[src/rtl/cpu_io_unit.sv]
// Word-wide core I/O unit: RX/TX byte FIFOs between the core and the UART,
// with a core command FSM and an independent TX drain FSM.
//
// state      | meaning
// S_IDLE     | cmd_ready=1, waiting for a command
// S_IN_POP   | popping N RX bytes into the assembly word, LSB first
// S_OUT_PUSH | pushing N bytes of the latched word into the TX FIFO
// S_DONE     | one-cycle done strobe
// T_IDLE     | waiting for a queued byte and an idle sender
// T_GUARD    | one cycle after tx_start, tx_busy not yet meaningful
// T_WAIT     | waiting for the sender to finish
module cpu_io_unit #(
   parameter int DATA_W   = 32,
   parameter int RX_DEPTH = 16,
   parameter int TX_DEPTH = 16
) (
   input  logic                          clk,
   input  logic                          rstn,
   input  logic [7:0]                    rx_data,
   input  logic                          rx_valid,
   output logic [7:0]                    tx_data,
   output logic                          tx_start,
   input  logic                          tx_busy,
   input  logic                          cmd_valid,
   output logic                          cmd_ready,
   input  logic                          cmd_op,
   input  logic [$clog2(DATA_W/8):0]     cmd_nbytes,
   input  logic [DATA_W-1:0]             cmd_wdata,
   output logic [DATA_W-1:0]             rdata,
   output logic                          done,
   output logic [$clog2(RX_DEPTH):0]     rx_count,
   output logic [$clog2(TX_DEPTH):0]     tx_count,
   output logic                          rx_overflow,
   input  logic                          clr_ovf
);
   localparam int NBYTES = DATA_W / 8;
   localparam int NB_W   = $clog2(NBYTES) + 1;
   localparam int RA_W   = $clog2(RX_DEPTH);
   localparam int TA_W   = $clog2(TX_DEPTH);

   typedef enum logic [1:0] {S_IDLE, S_IN_POP, S_OUT_PUSH, S_DONE} core_state_e;
   typedef enum logic [1:0] {T_IDLE, T_GUARD, T_WAIT} tx_state_e;

   core_state_e         state_q, state_d;
   tx_state_e           txs_q, txs_d;
   logic                op_q, op_d;
   logic [NB_W-1:0]     n_q, n_d, k_q, k_d, n_eff;
   logic [DATA_W-1:0]   wdata_q, wdata_d, asm_q, asm_d, rdata_q, rdata_d;
   logic [7:0]          tx_data_q, tx_data_d;
   logic                ovf_q, ovf_d;

   logic [7:0]          rx_mem_q [RX_DEPTH];
   logic [RA_W:0]       rx_wptr_q, rx_rptr_q;
   logic                rx_push, rx_pop, rx_empty, rx_full, rx_drop;
   logic [7:0]          rx_head;

   logic [7:0]          tx_mem_q [TX_DEPTH];
   logic [TA_W:0]       tx_wptr_q, tx_rptr_q;
   logic                tx_push, tx_pop, tx_empty, tx_full;
   logic [7:0]          tx_head;

   assign rx_count = rx_wptr_q - rx_rptr_q;
   assign rx_empty = (rx_count == '0);
   assign rx_full  = (rx_count == (RA_W+1)'(RX_DEPTH));
   assign rx_head  = rx_mem_q[rx_rptr_q[RA_W-1:0]];
   // A full FIFO still takes a byte when the core pops in the same cycle.
   assign rx_push  = rx_valid && (!rx_full || rx_pop);
   assign rx_drop  = rx_valid && rx_full && !rx_pop;
   assign ovf_d    = rx_drop | (ovf_q & ~clr_ovf);

   assign tx_count = tx_wptr_q - tx_rptr_q;
   assign tx_empty = (tx_count == '0);
   assign tx_full  = (tx_count == (TA_W+1)'(TX_DEPTH));
   assign tx_head  = tx_mem_q[tx_rptr_q[TA_W-1:0]];

   assign rdata       = rdata_q;
   assign rx_overflow = ovf_q;
   assign tx_start    = tx_pop;
   assign tx_data     = tx_pop ? tx_head : tx_data_q;

   always_comb begin
      n_eff = cmd_nbytes;
      if (cmd_nbytes == '0 || cmd_nbytes > NB_W'(NBYTES)) n_eff = NB_W'(NBYTES);
   end

   always_comb begin
      state_d   = state_q;
      op_d      = op_q;
      n_d       = n_q;
      k_d       = k_q;
      wdata_d   = wdata_q;
      asm_d     = asm_q;
      rdata_d   = rdata_q;
      rx_pop    = 1'b0;
      tx_push   = 1'b0;
      cmd_ready = 1'b0;
      done      = 1'b0;
      case (state_q)
         S_IDLE: begin
            cmd_ready = 1'b1;
            if (cmd_valid) begin
               op_d    = cmd_op;
               n_d     = n_eff;
               k_d     = '0;
               wdata_d = cmd_wdata;
               asm_d   = '0;
               state_d = cmd_op ? S_OUT_PUSH : S_IN_POP;
            end
         end
         S_IN_POP: begin
            if (!rx_empty) begin
               rx_pop = 1'b1;
               asm_d  = asm_q | (DATA_W'(rx_head) << (8 * k_q));
               k_d    = k_q + NB_W'(1);
               if (k_q == n_q - NB_W'(1)) begin
                  rdata_d = asm_d;
                  state_d = S_DONE;
               end
            end
         end
         S_OUT_PUSH: begin
            if (!tx_full) begin
               tx_push = 1'b1;
               wdata_d = wdata_q >> 8;
               k_d     = k_q + NB_W'(1);
               if (k_q == n_q - NB_W'(1)) state_d = S_DONE;
            end
         end
         default: begin
            done    = 1'b1;
            state_d = S_IDLE;
         end
      endcase
   end

   always_comb begin
      txs_d     = txs_q;
      tx_pop    = 1'b0;
      tx_data_d = tx_data_q;
      case (txs_q)
         T_IDLE: begin
            if (!tx_empty && !tx_busy) begin
               tx_pop    = 1'b1;
               tx_data_d = tx_head;
               txs_d     = T_GUARD;
            end
         end
         T_GUARD: txs_d = T_WAIT;
         default: if (!tx_busy) txs_d = T_IDLE;
      endcase
   end

   always_ff @(posedge clk) begin
      if (rx_push) rx_mem_q[rx_wptr_q[RA_W-1:0]] <= rx_data;
      if (tx_push) tx_mem_q[tx_wptr_q[TA_W-1:0]] <= wdata_q[7:0];
   end

   always_ff @(posedge clk or negedge rstn) begin
      if (!rstn) begin
         state_q   <= S_IDLE;
         txs_q     <= T_IDLE;
         op_q      <= 1'b0;
         n_q       <= '0;
         k_q       <= '0;
         wdata_q   <= '0;
         asm_q     <= '0;
         rdata_q   <= '0;
         tx_data_q <= '0;
         ovf_q     <= 1'b0;
         rx_wptr_q <= '0;
         rx_rptr_q <= '0;
         tx_wptr_q <= '0;
         tx_rptr_q <= '0;
      end else begin
         state_q   <= state_d;
         txs_q     <= txs_d;
         op_q      <= op_d;
         n_q       <= n_d;
         k_q       <= k_d;
         wdata_q   <= wdata_d;
         asm_q     <= asm_d;
         rdata_q   <= rdata_d;
         tx_data_q <= tx_data_d;
         ovf_q     <= ovf_d;
         if (rx_push) rx_wptr_q <= rx_wptr_q + (RA_W+1)'(1);
         if (rx_pop)  rx_rptr_q <= rx_rptr_q + (RA_W+1)'(1);
         if (tx_push) tx_wptr_q <= tx_wptr_q + (TA_W+1)'(1);
         if (tx_pop)  tx_rptr_q <= tx_rptr_q + (TA_W+1)'(1);
      end
   end
endmodule

[config.mk]
export PLATFORM = sky130hd
export DESIGN_NAME = cpu_io_unit
export DESIGN_NICKNAME = d
export VERILOG_FILES = /design/src/rtl/cpu_io_unit.sv
export SDC_FILE = /design/constraint.sdc
export NUM_CORES = 1
export LEC_CHECK = 0
export BUFFER_PORTS_ARGS = -buffer_cell sky130_fd_sc_hd__buf_2
export CAP_MARGIN = 5
export CORE_ASPECT_RATIO = 0.8
export CORE_MARGIN = 8
export CORE_UTILIZATION = 35
export DETAILED_ROUTE_END_ITERATION = 7
export GPL_TIMING_DRIVEN = 0
export PLACE_DENSITY = 0.58
export SYNTH_ARGS = -nofsm -noshare
export SYNTH_HDL_FRONTEND = slang
export SYNTH_SLANG_ARGS = --single-unit
[constraint.sdc]
create_clock -name clk -period 4.15 [get_ports clk]
set_input_delay 0.2075 -clock clk [delete_from_list [all_inputs] [get_ports clk]]
set_output_delay 0.2075 -clock clk [all_outputs]
set_load 0.05 [all_outputs]
# Word-level counts from Yosys, hierarchy flattened
# Memories as Yosys holds them, arrays and structs flattened.
# Cells that the tools add are included.
# totals
ff_bits,135
mem_bits_rw,256
output_inout_bits,54
elab_cells,101
memories,2
# classes
addsub,8
n_lt_le_gt_ge,1
n_eq_ne,11
shifts,1
n_mux,33
n_bitwise,5
n_reduce_logical,27
# mem_list
name,depth,word_bits,rd,rd_ports_with_merged_regs,wr,line_no,rtl
rx_mem_q,16,8,1,0,1,52,logic [7:0] rx_mem_q [RX_DEPTH];
tx_mem_q,16,8,1,0,1,57,logic [7:0] tx_mem_q [TX_DEPTH];
# op_table
cell,n
32-bit 2-to-1 mux,4
32-bit case mux with 2 select lines,2
32-bit OR,1
8-bit by 6-bit left shift with 32-bit output,1
"5-bit by 1-bit adder with 5-bit output, second input constant",4
2-bit 2-to-1 mux,7
1-bit 2-to-1 mux,12
3-bit 2-to-1 mux,4
3-bit AND reduction,4
"5-bit == test, second input constant",2
5-bit zero test,2
5-bit subtractor,2
3-bit case mux with 3 select lines,1
8-bit 2-to-1 mux,1
"2-bit inequality test, second input constant",4
2-bit case mux with 3 select lines,1
2-bit AND reduction,3
"2-bit by 1-bit == test with 1-bit output, second input constant",2
1-bit logical AND,4
1-bit zero test,4
2-bit zero test,2
2-bit case mux with 2 select lines,1
4-bit AND reduction,1
2-bit nonzero test,2
13 further kinds,15

# Logic depth before layout (Yosys ltp)
# Gate-level depths: netlist (run 1).
# logic_depth
ltp_word,8
mapped_depth,13
mapped_depth_nobuf,11

# Worst setup path before layout (run 1)
# OpenSTA, ideal clock, no wires.
# synth_path
path_type,register to register
start,register rx_rptr_q[2]
end,"memory rx_mem_q[11][0], enable pin"
setup_time_ns,0.395
arrival_time_ns,3.727
slack_ns,0.028
stages_incl_launch_ff,10
path_cell_list,dfrtp_1 clkbuf_1 inv_2 ha_1 xnor2_1 nor2_1 mux2i_1 o31ai_1 buf_2 nor4_1
# synth_between
elab_chain_len,8
word_cells_on_any_way,10
# synth_rtl
element,line_no,rtl
"start, declared",53,"logic [RA_W:0] rx_wptr_q, rx_rptr_q;"
"start signal, assigned",186,if (rx_pop) rx_rptr_q <= rx_rptr_q + (RA_W+1)'(1);
5-bit subtractor (*),62,assign rx_count = rx_wptr_q - rx_rptr_q;
net rx_count[2],31,"output logic [$clog2(RX_DEPTH):0] rx_count,"
5-bit zero test,63,assign rx_empty = (rx_count == '0);
1-bit 2-to-1 mux,111,if (!rx_empty) begin
1-bit 2-to-1 mux,98,case (state_q)
1-bit logical OR (*),67,assign rx_push = rx_valid && (!rx_full || rx_pop);
1-bit logical AND (*),67,
1-bit 2-to-1 mux (*),154,if (rx_push) rx_mem_q[rx_wptr_q[RA_W-1:0]] <= rx_data;
1-bit 2-to-1 mux (not written as such) (*),154,
"end, declared",52,
# The timed path passes the listed nets; every way through them passes the cells marked *.

# Final worst setup path (run 1)
# layout_path
start,register tx_rptr_q[1]
end,output tx_data[2]
# layout_between
elab_chain_len,7
word_cells_on_any_way,8
# layout_rtl
element,line_no,rtl
"start, declared",58,"logic [TA_W:0] tx_wptr_q, tx_rptr_q;"
"start signal, assigned",188,if (tx_pop) tx_rptr_q <= tx_rptr_q + (TA_W+1)'(1);
5-bit subtractor,71,assign tx_count = tx_wptr_q - tx_rptr_q;
5-bit zero test,72,assign tx_empty = (tx_count == '0);
1-bit zero test,142,if (!tx_empty && !tx_busy) begin
1-bit logical AND,142,
1-bit 2-to-1 mux,142,
1-bit 2-to-1 mux,140,case (txs_q)
8-bit 2-to-1 mux (*),79,assign tx_data = tx_pop ? tx_head : tx_data_q;
"end, declared",21,"output logic [7:0] tx_data,"
# Every way passes the cells marked *; elsewhere a longest branch is shown, timed or not.

==> results.py, run 1 <==
metrics = {
    "outcome": {
        "status": "complete, no violations",
    },
    "synth": {
        "synth-seq-cells": 391,
        "post_synth_num_cell_types": 46,
        "synth.most_common_cell": "edfxtp_1",
        "netlist_area_sq_mm": 0.0162,
        "async_flop_share_pct": 34.5,
        "synth_top_flop_cell": "edfxtp_1",
        "synth_area_leaders": "edfxtp_1, dfrtp_1, mux4_2, mux2_2, o21ai_0",
        "yosys.area.top_type": "edfxtp_1",
        "syn_inst": 1039,
        "synth_top_area_share_pct": 47.5,
        "yosysWarnings": 0,
        "synth_edf_count": 256,
        "avgSynthCellArea_sq_um": 15.6,
        "synth.yosys.seq_area_share_pct": 68.3,
        "syn_nets": 1116,
        "yosys-top-cells-count": "edfxtp_1, dfrtp_1, nand2_1",
    },
    "setup_path": {
        "start_kind": "register",
        "crit_required_ps": 3940,
        "critPathKind": "reg2out",
        "end_kind": "output port",
        "cp.arrival_ps": 3640,
        "crit_path_max_fanout": 10,
    },
    "timing": {
        "rsz0062_at_grt": "false",
        "hold_ws_ps": 39.9,
        "report.final.slew_viol_count": 0,
        "fmax_mhz": 260,
        "fin_crit_ps": 3850,
        "hold_violations": 0,
        "setup_viol": 0,
        "max_slew_margin_pct": 37.5,
        "worst_pin_slew_ps": 934,
        "clock-skew-final_ps": 17.6,
        "fin_crit_sh_pct": 92.7,
    },
    "placed_design": {
        "gp_congestion": 0.746,
        "numPlacedInstances": 1763,
        "dp_hpwl_mm": 27.1,
        "place_area_sq_mm": 0.0176,
        "port_buffers": 103,
    },
    "cts": {
        "clk-insertion-delay-late_ps": 540,
        "clk_pin_slew_ps": 60,
        "htreeDepth": 2,
        "cts_buffers": 41,
        "cts_tree": "yes",
        "cts.sinks": 391,
        "root_buffer": "clkbuf_16",
        "ctsLongestPathBuffers": 3,
    },
    "detailed_routing": {
        "routed_wl_mm": 38.9,
        "drtIter0Drc": 821,
        "wl_per_cell_um": 21.0,
        "antenna_left": 0,
        "dr.pass1.iters": 5,
        "vias_per_cell": 4.96,
        "drc": 0,
        "num_vias": 9189,
    },
    "cells_and_area": {
        "layoutNonFillerInstCount": 1853,
        "final_nets": 1285,
        "fin_area_sq_mm": 0.0191,
        "syn_to_final_growth_pct": 18.1,
        "diodes": 0,
        "drive_gt1_share_pct": 28.4,
    },
    "grt": {
        "antenna_found_initial": 1,
        "grt_pass1_wl_mm": 59.7,
        "track_usage_pct": 14.4,
        "grt.overflow.total": 0,
        "grt_pass1_vias": 9416,
        "grt_max_degree": 72,
    },
    "pwr": {
        "power.density_mw_per_mm2": 823,
        "peakVddDrop_mv": 0.465,
        "p_leak_uw": 0.00729,
    },
    "flow_run": {
        "drv_cap": 0,
    },
    "floorplan": {
        "die_area_sq_mm": 0.0535,
        "row_count": 70,
        "die_h_um": 208,
        "core_area_sq_mm": 0.0457,
        "initial_core_util_pct": 35.4,
        "io_pins": 104,
        "die_w_um": 257,
    },
    "worst_hold_path": {
        "holdCritPathClass": "in2reg",
    },
}
## report_power, final
part	total, uW	internal (uW)	switching (uW)
registers	5710	5110	599
clock network	3710	2200	1510
logic	6320	2200	4120
total	15700	9510	6230
## logic make-up (layout without fill, tap and decap cells)
family                   after synthesis  in the layout  synth area share (%)
multiplexers                         150            150                  15.3
AO/OA/AOI/OAI                        105            105                  3.79
XOR/XNOR                              28             28                  1.56
buffers and inverters                 85            287                  2.19
adder cells (fa/ha/maj)               27             27                  2.18
flip-flops                           391            391                  68.3
AND/OR/NAND/NOR                      253            253                  6.69
## area by class of cell
type	count	area, sq um
fillers	4171	26600
flip-flops and latches	391	11100
multi-input cells	563	4820
clock buffers	58	1200
well taps	612	766
repair buffers	128	759
plain buffers	40	190
clock inverters	18	173
inverters	43	161
## layer usage
metal	track usage [%]	wire length, um	share of wire [%]
met5	0	13	0.033
met3	3.31	2460	6.3
met2	20.1	16400	42
met4	3.27	602	1.5
met1	22.4	19500	50
## final timing paths
path	from	to	slack (ps)	cells after the start
setup / recovery	tx_rptr_q[1]$_DFFE_PN0N_	tx_data[2]	300	12
hold / removal	cmd_wdata[18]	wdata_q[18]$_DFFE_PN0P_	40	3
setup reg to reg	tx_rptr_q[1]$_DFFE_PN0N_	tx_mem_q[3][1]$_DFFE_PP_	310	10
hold reg to reg	tx_data_q[0]$_DFFE_PN0N_	tx_data_q[0]$_DFFE_PN0N_	470	2
max in group asynchronous	rstn	wdata_q[0]$_DFFE_PN0P_	3070	3
min in group asynchronous	rstn	rdata[21]$_DFFE_PN0P_	250	2
## metrics by stage
step	setup WS [ps]	utilization (%)	setup TNS (ps)	power (uW)
floorplan	28.1	-	0	10200
global placement	-1040	38.2	-79990	12000
detailed placement	-406	38.5	-50620	12100
CTS	12.8	41.8	0	15900
global route	25.1	41.8	0	16600
finish	304	41.8	0	15700
## worst max-delay path: stages (launching register included)
cell	delay (ps)
dfrtp_2	490
clkbuf_4	310
inv_1	110
ha_1	290
nand2_1	60
o21ai_0	90
xnor2_1	410
inv_1	140
o41ai_2	430
buf_2	320
nand2_1	80
nand2_1	90
buf_2	280
## layout by cell type (no fill, tap or decap), types with 7 or more instances in the layout
cell / count
xnor2_1: 21
edfxtp_1: 256
nor2_1: 85
and2_2: 7
o21ai_0: 82
ha_1: 25
nand4_1: 9
nor3_1: 11
buf_2: 114
nand2_1: 108
inv_1: 38
clkbuf_1: 30
nand2b_1: 8
buf_4: 12
mux2_2: 60
clkbuf_16: 43
mux2i_1: 17
o41ai_1: 8
mux4_2: 72
dlygate4sd3_1: 14
dfrtp_1: 133
## registers in the layout, indices dropped and copies added, names as in the netlist, 8 cells and up
register and flops:
tx_data_q 8, wdata_q 32, tx_mem_q 128, rdata 32, asm_q 32, rx_mem_q 128
## timing repair
item,4_1_cts,5_1_grt
pin swaps,0,0
setup endpoints to repair,241,141
gates resized for setup,3,11
cloned,0,0
endpoints found under the hold margin,77,0
hold buffers,14,0
setup buffers,0,2
Power figures use the tool's default switching activity.
==> run 2, diff against run 1 <==
--- a/config.mk
+++ b/config.mk
@@ -12,4 +12,5 @@
 export CORE_UTILIZATION = 35
 export DETAILED_ROUTE_END_ITERATION = 7
+export GPL_ROUTABILITY_DRIVEN = 0
 export GPL_TIMING_DRIVEN = 0
 export PLACE_DENSITY = 0.58
==> constraint.sdc (replaced) <==
create_clock -name clk -period 4.15 [get_ports clk]
set_input_delay 0.415 -clock clk [delete_from_list [all_inputs] [get_ports clk]]
set_output_delay 0.415 -clock clk [all_outputs]
set_load 0.05 [all_outputs]
==> results.py, run 2 (synthesized netlist as in run 1, its figures left out) <==
metrics = {
    "cells_and_area": {
        "fin_area_sq_mm": 0.0190,
        "mostFrequentLayoutCells": "edfxtp_1, dfrtp_1, buf_2",
        "final_nets": 1273,
        "syn_to_final_growth_pct": 17.5,
        "fill_cells": 4177,
        "layoutNonFillerInstCount": 1841,
        "diodes": 0,
        "drive_gt1_share_pct": 28.7,
        "final_common_cell": "edfxtp_1",
    },
    "timing": {
        "report.final.slew_viol_count": 0,
        "setup_viol": 0,
        "clock-skew-final_ps": 15.2,
        "rsz0062_at_grt": "false",
        "fin_crit_ps": 3920,
        "fin_crit_sh_pct": 94.4,
        "fmax_mhz": 255,
        "hold_violations": 0,
        "fin_ws_ps": 230,
        "hold_ws_ps": 134,
        "worst_pin_slew_ps": 939,
        "max_slew_margin_pct": 37.2,
    },
    "grt": {
        "grt.overflow.total": 0,
        "grt_pass1_vias": 9363,
        "track_usage_pct": 14.4,
        "grt_pass1_wl_mm": 59.4,
        "grt_max_degree": 72,
        "antenna_found_initial": 3,
    },
    "placed_design": {
        "place_area_sq_mm": 0.0176,
        "place_ws_ps": -406,
        "port_buffers": 103,
        "dp_hpwl_mm": 27.1,
        "numPlacedInstances": 1763,
    },
    "cts": {
        "cts_tree": "yes",
        "root_buffer": "clkbuf_16",
        "ctsLongestPathBuffers": 3,
        "cts.sinks": 391,
        "clk_pin_slew_ps": 60,
        "clk-insertion-delay-late_ps": 540,
        "cts_buffers": 41,
        "htreeDepth": 2,
    },
    "floorplan": {
        "die_w_um": 257,
        "core_area_sq_mm": 0.0457,
        "row_count": 70,
        "initial_core_util_pct": 35.4,
        "die_area_sq_mm": 0.0535,
        "die_h_um": 208,
        "io_pins": 104,
    },
    "detailed_routing": {
        "wl_per_cell_um": 21.1,
        "drc": 0,
        "vias_per_cell": 4.98,
        "routed_wl_mm": 38.8,
        "antenna_left": 0,
        "drtIter0Drc": 766,
        "dr.pass1.iters": 5,
        "num_vias": 9176,
    },
    "outcome": {
        "status": "complete, no violations",
    },
    "setup_path": {
        "worst_path_largest_cell_delay_ps": 500,
        "cp_num_buf_inv": 5,
        "crit_path_max_fanout": 10,
        "crit_required_ps": 3730,
        "start_kind": "register",
        "end_kind": "output port",
        "cp_top_family": "buffers and inverters",
        "cp.arrival_ps": 3500,
        "path_cells": "clkbuf_4 > inv_1 > fa_1 > a21o_1 > a21oi_2 > xnor2_2 > o41ai_4 > inv_1 > buf_2 > nand2_1 > nand2_1 > buf_2",
        "cpMaxStageDelayCell": "dfrtp_2",
        "critPathKind": "reg2out",
    },
    "worst_hold_path": {
        "holdCritPathClass": "in2reg",
    },
    "pwr": {
        "peakVddDrop_mv": 0.465,
        "power.density_mw_per_mm2": 830,
        "p_leak_uw": 0.00724,
        "p_total_uw": 15800,
    },
    "flow_run": {
        "drv_cap": 0,
    },
}
==> run 2: cell count changes in the layout (fill, tap and decap cells not counted), sizes merged <==
cell	before	now
clkbuf	82	83
dlygate4sd3	14	1
==> run 2: routing by layer <==
| metal | wire length, um | GRT usage, % | vias up |
|---|---|---|---|
| li1 | - | - | 4174 |
| met1 | 19400 | 22.3 | 4686 |
| met2 | 16100 | 19.9 | 253 |
| met3 | 2590 | 3.47 | 57 |
| met4 | 679 | 3.27 | 6 |
| met5 | 37 | 0 | - |
==> run 2: per-stage QoR <==
step                util, %  TNS (ps)
floorplan                 -         0
global placement       38.2    -80020
detailed placement     38.5    -50860
CTS                    41.5         0
global route           41.6         0
finish                 41.6         0
==> run 2: area by class of cell <==
cell class	count	area (sq um)	area share [%]
Inverter	43	161	0.848
Clock buffer	58	1200	6.29
Buffer	41	200	1.05
Multi-Input combinational cell	563	4840	25.4
Tap cell	612	766	4.02
Timing Repair Buffer	115	629	3.31
Clock inverter	18	173	0.907
Sequential cell	391	11100	58.2
==> run 2: worst paths after layout <==
kind                                          start                        to  slack [ps]  cells after the start
max in group asynchronous                      rstn    wdata_q[0]$_DFFE_PN0P_        2870                      3
max reg2reg                tx_rptr_q[1]$_DFFE_PN0N_  tx_mem_q[2][0]$_DFFE_PP_         290                     10
min reg2reg                tx_data_q[0]$_DFFE_PN0N_  tx_data_q[0]$_DFFE_PN0N_         470                      2
min in group asynchronous                      rstn     rdata[21]$_DFFE_PN0P_         460                      2
min                                   cmd_wdata[29]   wdata_q[29]$_DFFE_PN0P_         130                      3
max                        tx_rptr_q[1]$_DFFE_PN0N_                tx_data[2]         230                     12
==> run 2: timing repair <==
action	in CTS	in global routing
endpoints found under the setup margin	241	108
endpoints found under the hold margin	64	0
hold buffers	1	0
buffers inserted	0	2
cloned	0	0
gates resized for setup	7	12
==> run 2: worst register-to-register path, cell delays in order, from the launching register on <==
cell	delay [ps]
dfrtp_2	500
clkbuf_4	310
inv_1	120
fa_1	450
a21o_1	190
a21oi_2	170
xnor2_2	170
a31oi_2	430
nand2_1	190
nor3_1	740
buf_4	290
==> run 2: where the power goes <==
part           switching (uW)  total, uW  internal, uW  leakage [uW]
Sequential                582       5690          5110       0.00405
Clock                    1510       3710          2200      0.000674
Combinational            4180       6390          2210       0.00252
==> run 3, diff against run 2 <==
Settings changed: RECOVER_POWER set to 25, TNS_END_PERCENT set to 50.
==> results.py, run 3 (synthesized netlist as in run 1, its figures left out) <==
metrics = {
    "floorplan": {
        "die_w_um": 257,
        "io_pins": 104,
        "core_area_sq_mm": 0.0457,
        "die_area_sq_mm": 0.0535,
        "initial_core_util_pct": 35.4,
        "die_h_um": 208,
        "row_count": 70,
    },
    "cts": {
        "root_buffer": "clkbuf_16",
        "cts.sinks": 391,
        "ctsLongestPathBuffers": 3,
        "htreeDepth": 2,
        "clk_pin_slew_ps": 60,
        "cts_buffers": 41,
        "cts_tree": "yes",
        "clk-insertion-delay-late_ps": 540,
    },
    "setup_path": {
        "worst_path_largest_cell_delay_ps": 500,
        "crit_path_max_fanout": 10,
        "cp_top_family": "buffers and inverters",
        "cp.arrival_ps": 3500,
        "cp_num_buf_inv": 5,
        "cpMaxStageDelayCell": "dfrtp_2",
        "start_kind": "register",
        "critPathKind": "reg2out",
        "crit_required_ps": 3730,
        "end_kind": "output port",
        "path_cells": "clkbuf_4 > inv_1 > fa_1 > a21o_1 > a21oi_2 > xnor2_2 > o41ai_4 > inv_1 > buf_2 > nand2_1 > nand2_1 > buf_2",
    },
    "timing": {
        "setup_viol": 0,
        "rsz0062_at_grt": "false",
        "fmax_mhz": 255,
        "fin_crit_sh_pct": 94.4,
        "fin_crit_ps": 3920,
        "hold_violations": 0,
        "fin_tns_setup_ps": 0,
        "clock-skew-final_ps": 13.4,
        "max_slew_margin_pct": -14.6,
        "report.final.slew_viol_count": 65,
        "fin_ws_ps": 234,
        "worst_pin_slew_ps": 1720,
    },
    "placed_design": {
        "place_area_sq_mm": 0.0176,
        "place_ws_ps": -406,
        "dp_hpwl_mm": 27.1,
        "port_buffers": 103,
    },
    "pwr": {
        "p_clk_share_pct": 23.5,
        "p_int_uw": 9520,
        "p_sw_uw": 6270,
        "comb_power_share_pct": 40.5,
        "peakVddDrop_mv": 0.468,
        "swShare_pct": 39.7,
        "power.density_mw_per_mm2": 830,
        "p_total_uw": 15800,
        "p_seq_share_pct": 36.1,
        "p_leak_uw": 0.00722,
    },
    "cells_and_area": {
        "mostFrequentLayoutCells": "edfxtp_1, dfrtp_1, nand2_1",
        "final_common_cell": "edfxtp_1",
        "fill_cells": 4184,
        "syn_to_final_growth_pct": 17.4,
        "fin_area_sq_mm": 0.0190,
        "drive_gt1_share_pct": 28.1,
        "final_nets": 1273,
        "diodes": 0,
    },
    "flow_run": {
        "drv_cap": 1,
    },
    "grt": {
        "grt_pass1_vias": 9363,
        "grt_max_degree": 72,
        "grt_pass1_wl_mm": 59.4,
        "track_usage_pct": 14.4,
        "antenna_found_initial": 3,
        "grt.overflow.total": 0,
    },
    "detailed_routing": {
        "drtIter0Drc": 749,
        "num_vias": 9174,
        "antenna_left": 0,
        "dr.pass1.iters": 4,
        "wl_per_cell_um": 21.1,
        "routed_wl_mm": 38.8,
        "vias_per_cell": 4.98,
        "drc": 0,
    },
    "worst_hold_path": {
        "holdCritPathClass": "in2reg",
    },
    "outcome": {
        "violations": "capacitance limit, slew limit",
        "status": "complete, but fails checks",
    },
}
[run 3: changes by cell type in the layout (fill, tap and decap cells not counted)]
cell | previous run | this run
buf_2 | 113 | 105
buf_6 | 2 | 1
clkbuf_1 | 30 | 38
clkbuf_2 | 1 | 2
[run 3: worst register-to-register path, stage by stage, from the launching register on]
cell	delay [ps]
dfrtp_2	500
clkbuf_4	310
inv_1	120
fa_1	450
a21o_1	190
a21oi_2	170
xnor2_2	170
a31oi_2	430
nand2_1	220
nor3_1	720
buf_4	290
[run 3: worst paths after layout]
check	from	end	slack [ps]	depth (start not counted)
setup / recovery	tx_rptr_q[1]$_DFFE_PN0N_	tx_data[2]	230	12
hold / removal	cmd_wdata[29]	wdata_q[29]$_DFFE_PN0P_	140	3
setup reg to reg	tx_rptr_q[1]$_DFFE_PN0N_	tx_mem_q[3][1]$_DFFE_PP_	290	10
hold reg to reg	tx_data_q[0]$_DFFE_PN0N_	tx_data_q[0]$_DFFE_PN0N_	470	2
max in group asynchronous	rstn	tx_rptr_q[1]$_DFFE_PN0N_	2120	2
min in group asynchronous	rstn	rdata[21]$_DFFE_PN0P_	880	2
[run 3: layer usage]
layer / GRT usage [%] / up-vias / wire length [um]
li1: - / 4177 / -
met1: 22.3 / 4673 / 19400
met5: 0 / - / 37
met4: 3.27 / 6 / 681
met3: 3.47 / 56 / 2630
met2: 19.9 / 262 / 16100
[run 3: what timing repair did]
| item | 4_1_cts | 5_1_grt |
|---|---|---|
| gates resized for setup | 7 | 12 |
| pin swaps | 0 | 0 |
| setup buffers | 0 | 2 |
| hold buffers | 1 | 0 |
| endpoints found under the setup margin | 241 | 108 |
| cloned | 0 | 0 |
| endpoints found under the hold margin | 64 | 0 |
[run 3: cell type report]
class	count	area [sq um]	share of cell area, %
timing repair buffer	115	613	3.22
buffer	41	200	1.05
multi-input combinational	563	4840	25.4
clock buffer	58	1200	6.29
tap	612	766	4.03
inverter	43	161	0.849
sequential	391	11100	58.2
clock inverter	18	173	0.908
[run 3: power groups by stage]
stage	Clock, uW	Sequential [uW]	Combinational [uW]
floorplan	0	5950	4240
global placement	0	5710	6290
detailed placement	0	5760	6380
CTS	3810	5700	6410
global route	3960	5800	6900
finish	3710	5690	6390
[run 3: per-stage QoR]
stage               hold WS [ps]  util (%)  instances
floorplan                    119         -       1039
global route                 101      41.6       1841
detailed placement           461      38.5       1763
finish                       137      41.6       1841
global placement             457      38.2       1754
CTS                         98.0      41.5       1839
